--- src/rtl/playfield_fetch.sv ---
// Playfield tile fetcher: VRAM code read, char-ROM bitmap read, double-buffered serializer.
// Optional PF_INVERT_EN: tile code bit 7 inverts that tile's pixels.
module playfield_fetch #(
    parameter logic [8:0] PREFETCH_H = 9'd504
) (
    input  logic       clock,
    input  logic       reset,
    input  logic [8:0] hcount,
    input  logic [7:0] vcount,
    input  logic       vblank,
    output logic [9:0] vram_addr,
    input  logic [7:0] vram_q,
    output logic [8:0] rom_addr,
    input  logic [7:0] rom_data,
    output logic       pix_out,
    output logic       pix_valid,
    output logic       fetch_err
);

    typedef enum logic [2:0] {
        S_IDLE, S_RAM_RD, S_CODE, S_ROM_RD, S_LATCH, S_DONE
    } state_t;

    state_t     state_q, state_d;
    logic       abort;
    logic       fetch_start, take_code, take_bitmap;

    logic [2:0] phase;
    logic       active;
    logic       win_line, win_pre, fetch_open;
    logic [7:0] next_v;
    logic [4:0] fetch_row, fetch_col;
    logic [2:0] fetch_prow;

    logic [9:0] vram_addr_q;
    logic [8:0] rom_addr_q;
    logic [2:0] prow_q;
    logic [7:0] pending_q;
    logic [7:0] shreg_q;
    logic       pix_q, valid_q, err_q;
    logic       pix_bit;

    assign phase      = hcount[2:0];
    assign active     = !hcount[8] && !vblank;
    assign win_line   = (hcount < 9'd248);
    assign win_pre    = (hcount[8:3] == PREFETCH_H[8:3]);
    assign fetch_open = !vblank && (win_line || win_pre);
    assign next_v     = vcount + 8'd1;

    // Line-window fetches target the next column; the prefetch targets column 0 of the next line.
    always_comb begin
        if (win_line) begin
            fetch_row  = vcount[7:3];
            fetch_col  = hcount[7:3] + 5'd1;
            fetch_prow = vcount[2:0];
        end else begin
            fetch_row  = next_v[7:3];
            fetch_col  = 5'd0;
            fetch_prow = next_v[2:0];
        end
    end

    always_ff @(posedge clock or posedge reset) begin
        if (reset) state_q <= S_IDLE;
        else       state_q <= state_d;
    end

    // Every busy state is tied to one phase (DONE spans 5..7); any other phase aborts.
    always_comb begin
        state_d = state_q;
        abort   = 1'b0;
        case (state_q)
            S_IDLE:   if (phase == 3'd0 && fetch_open) state_d = S_RAM_RD;
            S_RAM_RD: if (phase == 3'd1) state_d = S_CODE;   else abort = 1'b1;
            S_CODE:   if (phase == 3'd2) state_d = S_ROM_RD; else abort = 1'b1;
            S_ROM_RD: if (phase == 3'd3) state_d = S_LATCH;  else abort = 1'b1;
            S_LATCH:  if (phase == 3'd4) state_d = S_DONE;   else abort = 1'b1;
            S_DONE: begin
                if (phase == 3'd7)                         state_d = S_IDLE;
                else if (phase != 3'd5 && phase != 3'd6)   abort   = 1'b1;
            end
            default:  state_d = S_IDLE;
        endcase
        if (abort) state_d = S_IDLE;
    end

    always_comb begin
        fetch_start = (state_q == S_IDLE) && (state_d == S_RAM_RD);
        take_code   = (state_q == S_CODE)  && !abort;
        take_bitmap = (state_q == S_LATCH) && !abort;
    end

`ifdef PF_INVERT_EN
    logic code_inv_q, pend_inv_q, shreg_inv_q;
    logic unused_code;
    assign unused_code = vram_q[6];

    always_ff @(posedge clock or posedge reset) begin
        if (reset) begin
            code_inv_q  <= 1'b0;
            pend_inv_q  <= 1'b0;
            shreg_inv_q <= 1'b0;
        end else begin
            if (take_code)   code_inv_q <= vram_q[7];
            if (abort)       pend_inv_q <= 1'b0;
            else if (take_bitmap) pend_inv_q <= code_inv_q;
            if (phase == 3'd0 && active) shreg_inv_q <= pend_inv_q;
        end
    end

    assign pix_bit = (phase == 3'd0 && active) ? (pending_q[7] ^ pend_inv_q)
                                               : (shreg_q[7] ^ shreg_inv_q);
`else
    logic unused_code;
    assign unused_code = ^vram_q[7:6];
    assign pix_bit = (phase == 3'd0 && active) ? pending_q[7] : shreg_q[7];
`endif

    always_ff @(posedge clock or posedge reset) begin
        if (reset) begin
            vram_addr_q <= '0;
            rom_addr_q  <= '0;
            prow_q      <= '0;
            pending_q   <= '0;
            shreg_q     <= '0;
            pix_q       <= 1'b0;
            valid_q     <= 1'b0;
            err_q       <= 1'b0;
        end else begin
            if (fetch_start) begin
                vram_addr_q <= {fetch_row, fetch_col};
                prow_q      <= fetch_prow;
            end
            if (take_code) rom_addr_q <= {vram_q[5:0], prow_q};
            if (abort)            pending_q <= '0;
            else if (take_bitmap) pending_q <= rom_data;
            if (phase == 3'd0 && active) shreg_q <= {pending_q[6:0], 1'b0};
            else                         shreg_q <= {shreg_q[6:0], 1'b0};
            pix_q   <= active ? pix_bit : 1'b0;
            valid_q <= active;
            err_q   <= abort;
        end
    end

    assign vram_addr = vram_addr_q;
    assign rom_addr  = rom_addr_q;
    assign pix_out   = pix_q;
    assign pix_valid = valid_q;
    assign fetch_err = err_q;

endmodule

--- config.mk ---
export PLATFORM = sky130hd
export DESIGN_NAME = playfield_fetch
export DESIGN_NICKNAME = d
export VERILOG_FILES = /design/src/rtl/playfield_fetch.sv
export SDC_FILE = /design/constraint.sdc
export NUM_CORES = 1
export LEC_CHECK = 0
export BUFFER_PORTS_ARGS = -buffer_cell sky130_fd_sc_hd__buf_2
export CAP_MARGIN = 20
export CORE_MARGIN = 3
export CORE_UTILIZATION = 50
export CTS_CLUSTER_SIZE = 30
export DETAILED_ROUTE_END_ITERATION = 8
export PLACE_DENSITY = 0.81
export SYNTH_ARGS = -nofsm -noshare
export SYNTH_HDL_FRONTEND = slang
export SYNTH_SLANG_ARGS = --single-unit
--- constraint.sdc ---
create_clock -name clock -period 2.2 [get_ports clock]
set_input_delay 0.33 -clock clock [delete_from_list [all_inputs] [get_ports clock]]
set_output_delay 0.33 -clock clock [all_outputs]
set_load 0.01 [all_outputs]
==> impl_metrics.env, run 1 <==
export IMPL_synth_edf_count=0
export IMPL_hp_class="in2async"
export IMPL_cts_resized=0
export IMPL_fill_cell_instance_count_of_the_final_layout=328
export IMPL_ys_async_sr_fraction_pct=100
export IMPL_setup_viol=0
export IMPL_worstPathBufferInverterCount=2
export IMPL_tritoncts_clock_tree="built"
export IMPL_placement_io_buffers=55
export IMPL_mappedNetlistArea_um2=2170
export IMPL_timing_hold_ws_ns=0.164
export IMPL_chipWidth_um=71.9
export IMPL_least_margin_pin_slew_ns=0.534
export IMPL_tns_ns=0
export IMPL_critical_path_peak_fanout=12
export IMPL_nNetsFinal=278
export IMPL_synth_cells=180
export IMPL_syn_nets=219
export IMPL_floorplan_initialDensity_pct=53.2
export IMPL_first_iter_violations=66
export IMPL_synth_top_area_share_pct=49.5
export IMPL_vdd_drop_max_mv=0.603
export IMPL_io_pin_count=58
export IMPL_dp_hpwl_mm=3.04
export IMPL_yosys_cell_types_count=44
export IMPL_antenna_found_initial=0
export IMPL_regArea_um2=1080
export IMPL_path_class="reg2reg"
export IMPL_cts_buffers_inserted=5
export IMPL_route_detailed_wl_per_inst_um=14.4
export IMPL_core_region_area_um2=4090
export IMPL_crit_chain="buf_4, or4bb_1, a31oi_1, a2111oi_2, buf_4, a2111oi_2"
export IMPL_worstPathArrival_ns=2.20
export IMPL_wirelength_mm=4.18
export IMPL_power_density_nw_per_um2=951
export IMPL_synthFlopType="sky130_fd_sc_hd__dfrtp_1"
export IMPL_ys_top_cells_by_area="sky130_fd_sc_hd__dfrtp_1, sky130_fd_sc_hd__mux2_2, sky130_fd_sc_hd__mux2i_1, sky130_fd_sc_hd__xnor2_1, sky130_fd_sc_hd__nor2_1"
export IMPL_critPathSlowestCell="sky130_fd_sc_hd__or4bb_1"
export IMPL_row_count=23
export IMPL_number_of_max_slew_violations_in_the_final_report=0
export IMPL_ff_latch_count_synth=43
export IMPL_static_leakage_power_nw=1.24
export IMPL_grt_pass1_vias=1597
export IMPL_status="completed"
export IMPL_min_clock_period_post_route_ns=2.02
export IMPL_report_power_total_mw=2.46
export IMPL_max_slew_margin_rel_pct=64.4
export IMPL_grt_util_all_layers_pct=17.8
export IMPL_final_hold_violation_count=0
export IMPL_critPathTopFamily="compound AO/OA/AOI/OAI gates"
export IMPL_antenna_diode_instance_count=0
export IMPL_cts_sinks=43
export IMPL_timing_clock_skew_ns=0.00291
export IMPL_maximum_buffer_depth_of_the_clock_tree=2
export IMPL_wire_length_of_the_first_global_routing_pass_mm=7.15
export IMPL_die_height_um=71.9
export IMPL_ys_seq_area_share_pct=49.5
export IMPL_htreeDepth=2
export IMPL_route_antenna_remaining_nets=0
export IMPL_die_area_um2=5170
export IMPL_clk_transition_reported_paths_ns=0.08
export IMPL_grt_setup_unrepaired="false"
export IMPL_route_detailed_drc=0
export IMPL_worstSetupEndpointType="register"
export IMPL_postSynthAreaPerCell_um2=12.1
export IMPL_grt_max_degree=44
export IMPL_clockRootBuffer="sky130_fd_sc_hd__clkbuf_8"
export IMPL_place_gp_congestion=0.778
export IMPL_firstDrtPassIters=4
export IMPL_post_route_cells_drive_above_1_share_pct=43.8
export IMPL_synth_largest_area_cell="sky130_fd_sc_hd__dfrtp_1"
export IMPL_ys_warnings_count=0
export IMPL_start_kind="register"
export IMPL_final_period_utilization_pct=91.6
export IMPL_crit_required_ns=2.39
export IMPL_slowest_delay_ns=0.48
export IMPL_post_cts_hold_buffer_count=0
export IMPL_cts_post_setup_buffers_inserted=0
export IMPL_route_detailed_vias_per_inst=5.38
export IMPL_globalRoute_totalOverflow=0
export IMPL_max_cap_violations=0
export IMPL_max_freq_mhz=496
export IMPL_areaGrowthSynthToFinish_pct=19.2
export IMPL_number_of_vias_after_detailed_routing=1560
export IMPL_multi_input_area_um2=1020
export IMPL_clock_latency_ns=0.29
cell type report:
cell class              instances  area share, %
clock buffers                   6           2.80
clock inverters                 2          0.483
inverters                       5          0.725
multi-input cells             122           39.4
flip-flops and latches         43           41.5
well taps                      50           2.42
repair buffers                 62           12.7
Yosys cell counts (all sizes together), types with 4 or more instances:
cell type and n:
buf 8, dfrtp 43, inv 5, mux2 28
mux2i 10, nand2 8, nand3 5, nand4 5
nor2 13, xnor2 7, xor2 4
kinds of logic after synthesis:
group / count (synthesis) / share of synthesized area, %
buffers and inverters: 15 / 3.57
AND/OR/NAND/NOR: 53 / 14.5
adder cells (fa/ha/maj): 4 / 2.19
XOR/XNOR: 11 / 4.43
flip-flops: 43 / 49.5
AO/OA/AOI/OAI: 16 / 6.68
multiplexers: 38 / 19.1
sequential cells by signal, summed over array words and instances (netlist names):
register,flops
vram_addr,10
rom_addr,9
pending_q,8
shreg_q,7
prow_q,3
state_q,3
fetch_err,1
pix_out,1
pix_valid,1
through the flow:
step	instances	utilization [%]	instance area, µm²	setup slack [ns]
3_3_place_gp	282	61.3	2500	0.250
6_report	290	63.4	2590	0.184
5_1_grt	290	63.4	2590	0.0319
3_5_place_dp	282	61.3	2500	0.202
2_1_floorplan	180	-	2170	0.260
4_1_cts	290	63.4	2590	0.181
final timing paths:
| kind | depth (start not counted) | from | slack, ns | to |
|---|---|---|---|---|
| worst max-delay path | 6 | state_q[2] | 0.18 | state_q[2] |
| worst min-delay path | 3 | reset | 0.16 | rom_addr[6] |
| worst max register to register | 6 | state_q[2] | 0.18 | state_q[2] |
| worst min register to register | 1 | shreg_q[6] | 0.48 | shreg_q[7] |
| max in group asynchronous | 3 | reset | 1.68 | state_q[2] |
| min in group clock | 2 | vblank | 0.23 | pix_out |
cells in the final DEF, fill, tap and decap left out, drive strengths merged, types with 4 or more instances in the layout:
cell type / count
xnor2: 7
nand3: 5
mux2: 28
nand2: 8
inv: 5
dfrtp: 43
nand4: 5
buf: 62
xor2: 4
mux2i: 10
nor2: 13
clkbuf: 6
layer usage:
metal / GRT usage, % / wire length (µm) / vias up
met5: 0 / 0 / -
met4: 5.85 / 40 / 0
met3: 4.71 / 206 / 5
met2: 30.2 / 2100 / 37
met1: 22.1 / 1840 / 757
li1: - / - / 761
worst reg2reg max path: cells and delay by family, from the launching register on:
kind	cells	cell delay, ns
AOI/OAI and AO/OA	3	0.56
buffers and inverters	2	0.41
DFF	1	0.47
and+or+nand+nor	1	0.48
power breakdown:
part	internal [mW]	switching (mW)	leakage, nW
combinational	0.429	0.421	0.639
sequential	1.00	0.128	0.564
clock	0.222	0.261	0.0412
(Power assumes the default switching activity.)
==> inputs of run 2 (changes only) <==
--- a/config.mk
+++ b/config.mk
@@ -9,6 +9,7 @@
 export CAP_MARGIN = 20
 export CORE_MARGIN = 3
 export CORE_UTILIZATION = 50
+export CTS_BUF_LIST = sky130_fd_sc_hd__clkbuf_4 sky130_fd_sc_hd__clkbuf_8 sky130_fd_sc_hd__clkbuf_16
 export CTS_CLUSTER_SIZE = 30
 export DETAILED_ROUTE_END_ITERATION = 8
 export PLACE_DENSITY = 0.81
==> run 2 against run 1 <==
Critical path depth is the same. Die area unchanged. Combinational power barely moved. Sequential share of layout area decreased by 0.060 points. Critical endpoint unchanged. Largest power group unchanged.
==> impl_metrics.env, run 2 (synthesized netlist as in run 1, its figures left out) <==
export IMPL_status="completed"
export IMPL_row_count=23
export IMPL_dp_hpwl_mm=3.04
export IMPL_crit_start="state_q[2]"
export IMPL_max_cap_violations=0
export IMPL_maximum_buffer_depth_of_the_clock_tree=2
export IMPL_clock_latency_ns=0.29
export IMPL_grt_setup_unrepaired="false"
export IMPL_tns_ns=0
export IMPL_grt_max_degree=44
export IMPL_die_area_um2=5170
export IMPL_pre_cts_slack_ns=0.202
export IMPL_setup_viol=0
export IMPL_power_density_nw_per_um2=955
export IMPL_worstSetupEndpointType="register"
export IMPL_core_region_area_um2=4090
export IMPL_route_detailed_drc=0
export IMPL_firstDrtPassIters=4
export IMPL_cts_resized=0
export IMPL_htreeDepth=2
export IMPL_tritoncts_clock_tree="built"
export IMPL_route_detailed_wl_per_inst_um=14.5
export IMPL_least_margin_pin_slew_ns=0.533
export IMPL_post_cts_hold_buffer_count=0
export IMPL_grt_met3_usage_pct=4.71
export IMPL_number_of_vias_after_detailed_routing=1546
export IMPL_clockRootBuffer="sky130_fd_sc_hd__clkbuf_8"
export IMPL_path_class="reg2reg"
export IMPL_crit_required_ns=2.37
export IMPL_antenna_found_initial=0
export IMPL_areaGrowthSynthToFinish_pct=19.3
export IMPL_cts_sinks=43
export IMPL_grt_util_met2_pct=30.0
export IMPL_wirelength_mm=4.22
export IMPL_most_frequent_standard_cell_in_the_layout_excluding_fill_and_tap_cells="sky130_fd_sc_hd__buf_2"
export IMPL_floorplan_initialDensity_pct=53.2
export IMPL_postLayoutSetupSlackWorst_ns=0.206
export IMPL_min_clock_period_post_route_ns=1.99
export IMPL_fill_cell_instance_count_of_the_final_layout=329
export IMPL_static_leakage_power_nw=1.25
export IMPL_worstPathArrival_ns=2.16
export IMPL_max_slew_margin_rel_pct=64.5
export IMPL_met1_usage_pct=22.6
export IMPL_route_detailed_vias_per_inst=5.33
export IMPL_io_pin_count=58
export IMPL_cts_buffers_inserted=5
export IMPL_route_antenna_remaining_nets=0
export IMPL_clk_transition_reported_paths_ns=0.08
export IMPL_antenna_diode_instance_count=0
export IMPL_cts_post_setup_buffers_inserted=0
export IMPL_die_height_um=71.9
export IMPL_nNetsFinal=278
export IMPL_grt_util_all_layers_pct=17.9
export IMPL_number_of_max_slew_violations_in_the_final_report=0
export IMPL_placement_io_buffers=55
export IMPL_chipWidth_um=71.9
export IMPL_start_kind="register"
export IMPL_vdd_drop_max_mv=0.603
export IMPL_final_period_utilization_pct=90.6
export IMPL_final_hold_violation_count=0
export IMPL_first_iter_violations=63
export IMPL_report_power_total_mw=2.48
export IMPL_hp_class="in2async"
export IMPL_critical_path_peak_fanout=12
export IMPL_wire_length_of_the_first_global_routing_pass_mm=7.20
export IMPL_grt_pass1_vias=1600
export IMPL_max_freq_mhz=502
export IMPL_worst_r2r_startpoint="state_q[2]"
export IMPL_timing_clock_skew_ns=0.00412
export IMPL_mostFrequentLayoutCells="sky130_fd_sc_hd__buf_2, sky130_fd_sc_hd__dfrtp_1, sky130_fd_sc_hd__mux2_2, sky130_fd_sc_hd__nor2_1, sky130_fd_sc_hd__mux2i_1"
export IMPL_place_gp_congestion=0.778
export IMPL_largest_register_ff_count=10
export IMPL_globalRoute_totalOverflow=0
export IMPL_timing_hold_ws_ns=0.154
export IMPL_post_route_cells_drive_above_1_share_pct=44.2
export IMPL_grt_busiest_layer="met2"
==> run 2: layer usage <==
metal | vias up | part of all wire (%)
met5 | - | 0
met4 | 0 | 1.3
met3 | 6 | 4.6
met2 | 34 | 50
met1 | 747 | 45
li1 | 759 | -
==> run 2: final cells by class <==
| class | count | area, µm² | area share [%] |
|---|---|---|---|
| Clock buffer | 6 | 76.3 | 2.94 |
| Clock inverter | 2 | 12.5 | 0.482 |
| Inverter | 5 | 18.8 | 0.724 |
| Multi-Input combinational cell | 122 | 1020 | 39.3 |
| Sequential cell | 43 | 1080 | 41.5 |
| Tap cell | 50 | 62.6 | 2.41 |
| Timing Repair Buffer | 62 | 328 | 12.6 |
==> run 2: worst paths after layout <==
kind / to / slack [ns] / cells past startpoint
max: state_q[2] / 0.21 / 6
min: rom_addr[8] / 0.15 / 3
max reg2reg: state_q[2] / 0.21 / 6
min reg2reg: shreg_q[7] / 0.48 / 1
max in group asynchronous: vram_addr[2] / 1.68 / 3
min in group clock: pix_out / 0.23 / 2
==> run 2: critical path, stage by stage (launching register included) <==
cell and delay, ns:
sky130_fd_sc_hd__dfrtp_1 0.45, sky130_fd_sc_hd__ha_1 0.37, sky130_fd_sc_hd__inv_1 0.06, sky130_fd_sc_hd__maj3_1 0.36, sky130_fd_sc_hd__a2111oi_2 0.29, sky130_fd_sc_hd__buf_4 0.27
sky130_fd_sc_hd__a2111oi_2 0.06
==> run 2: metrics by stage <==
| stage | cells | util [%] | area, µm² |
|---|---|---|---|
| after floorplan | 180 | - | 2170 |
| after global placement | 282 | 61.3 | 2500 |
| after detailed placement | 282 | 61.3 | 2500 |
| after CTS | 290 | 63.5 | 2590 |
| after global routing | 290 | 63.5 | 2590 |
| final | 290 | 63.5 | 2590 |
==> run 2: where the power goes <==
group / internal (mW) / switching [mW]
Sequential: 1.00 / 0.128
Combinational: 0.429 / 0.421
Clock: 0.234 / 0.263
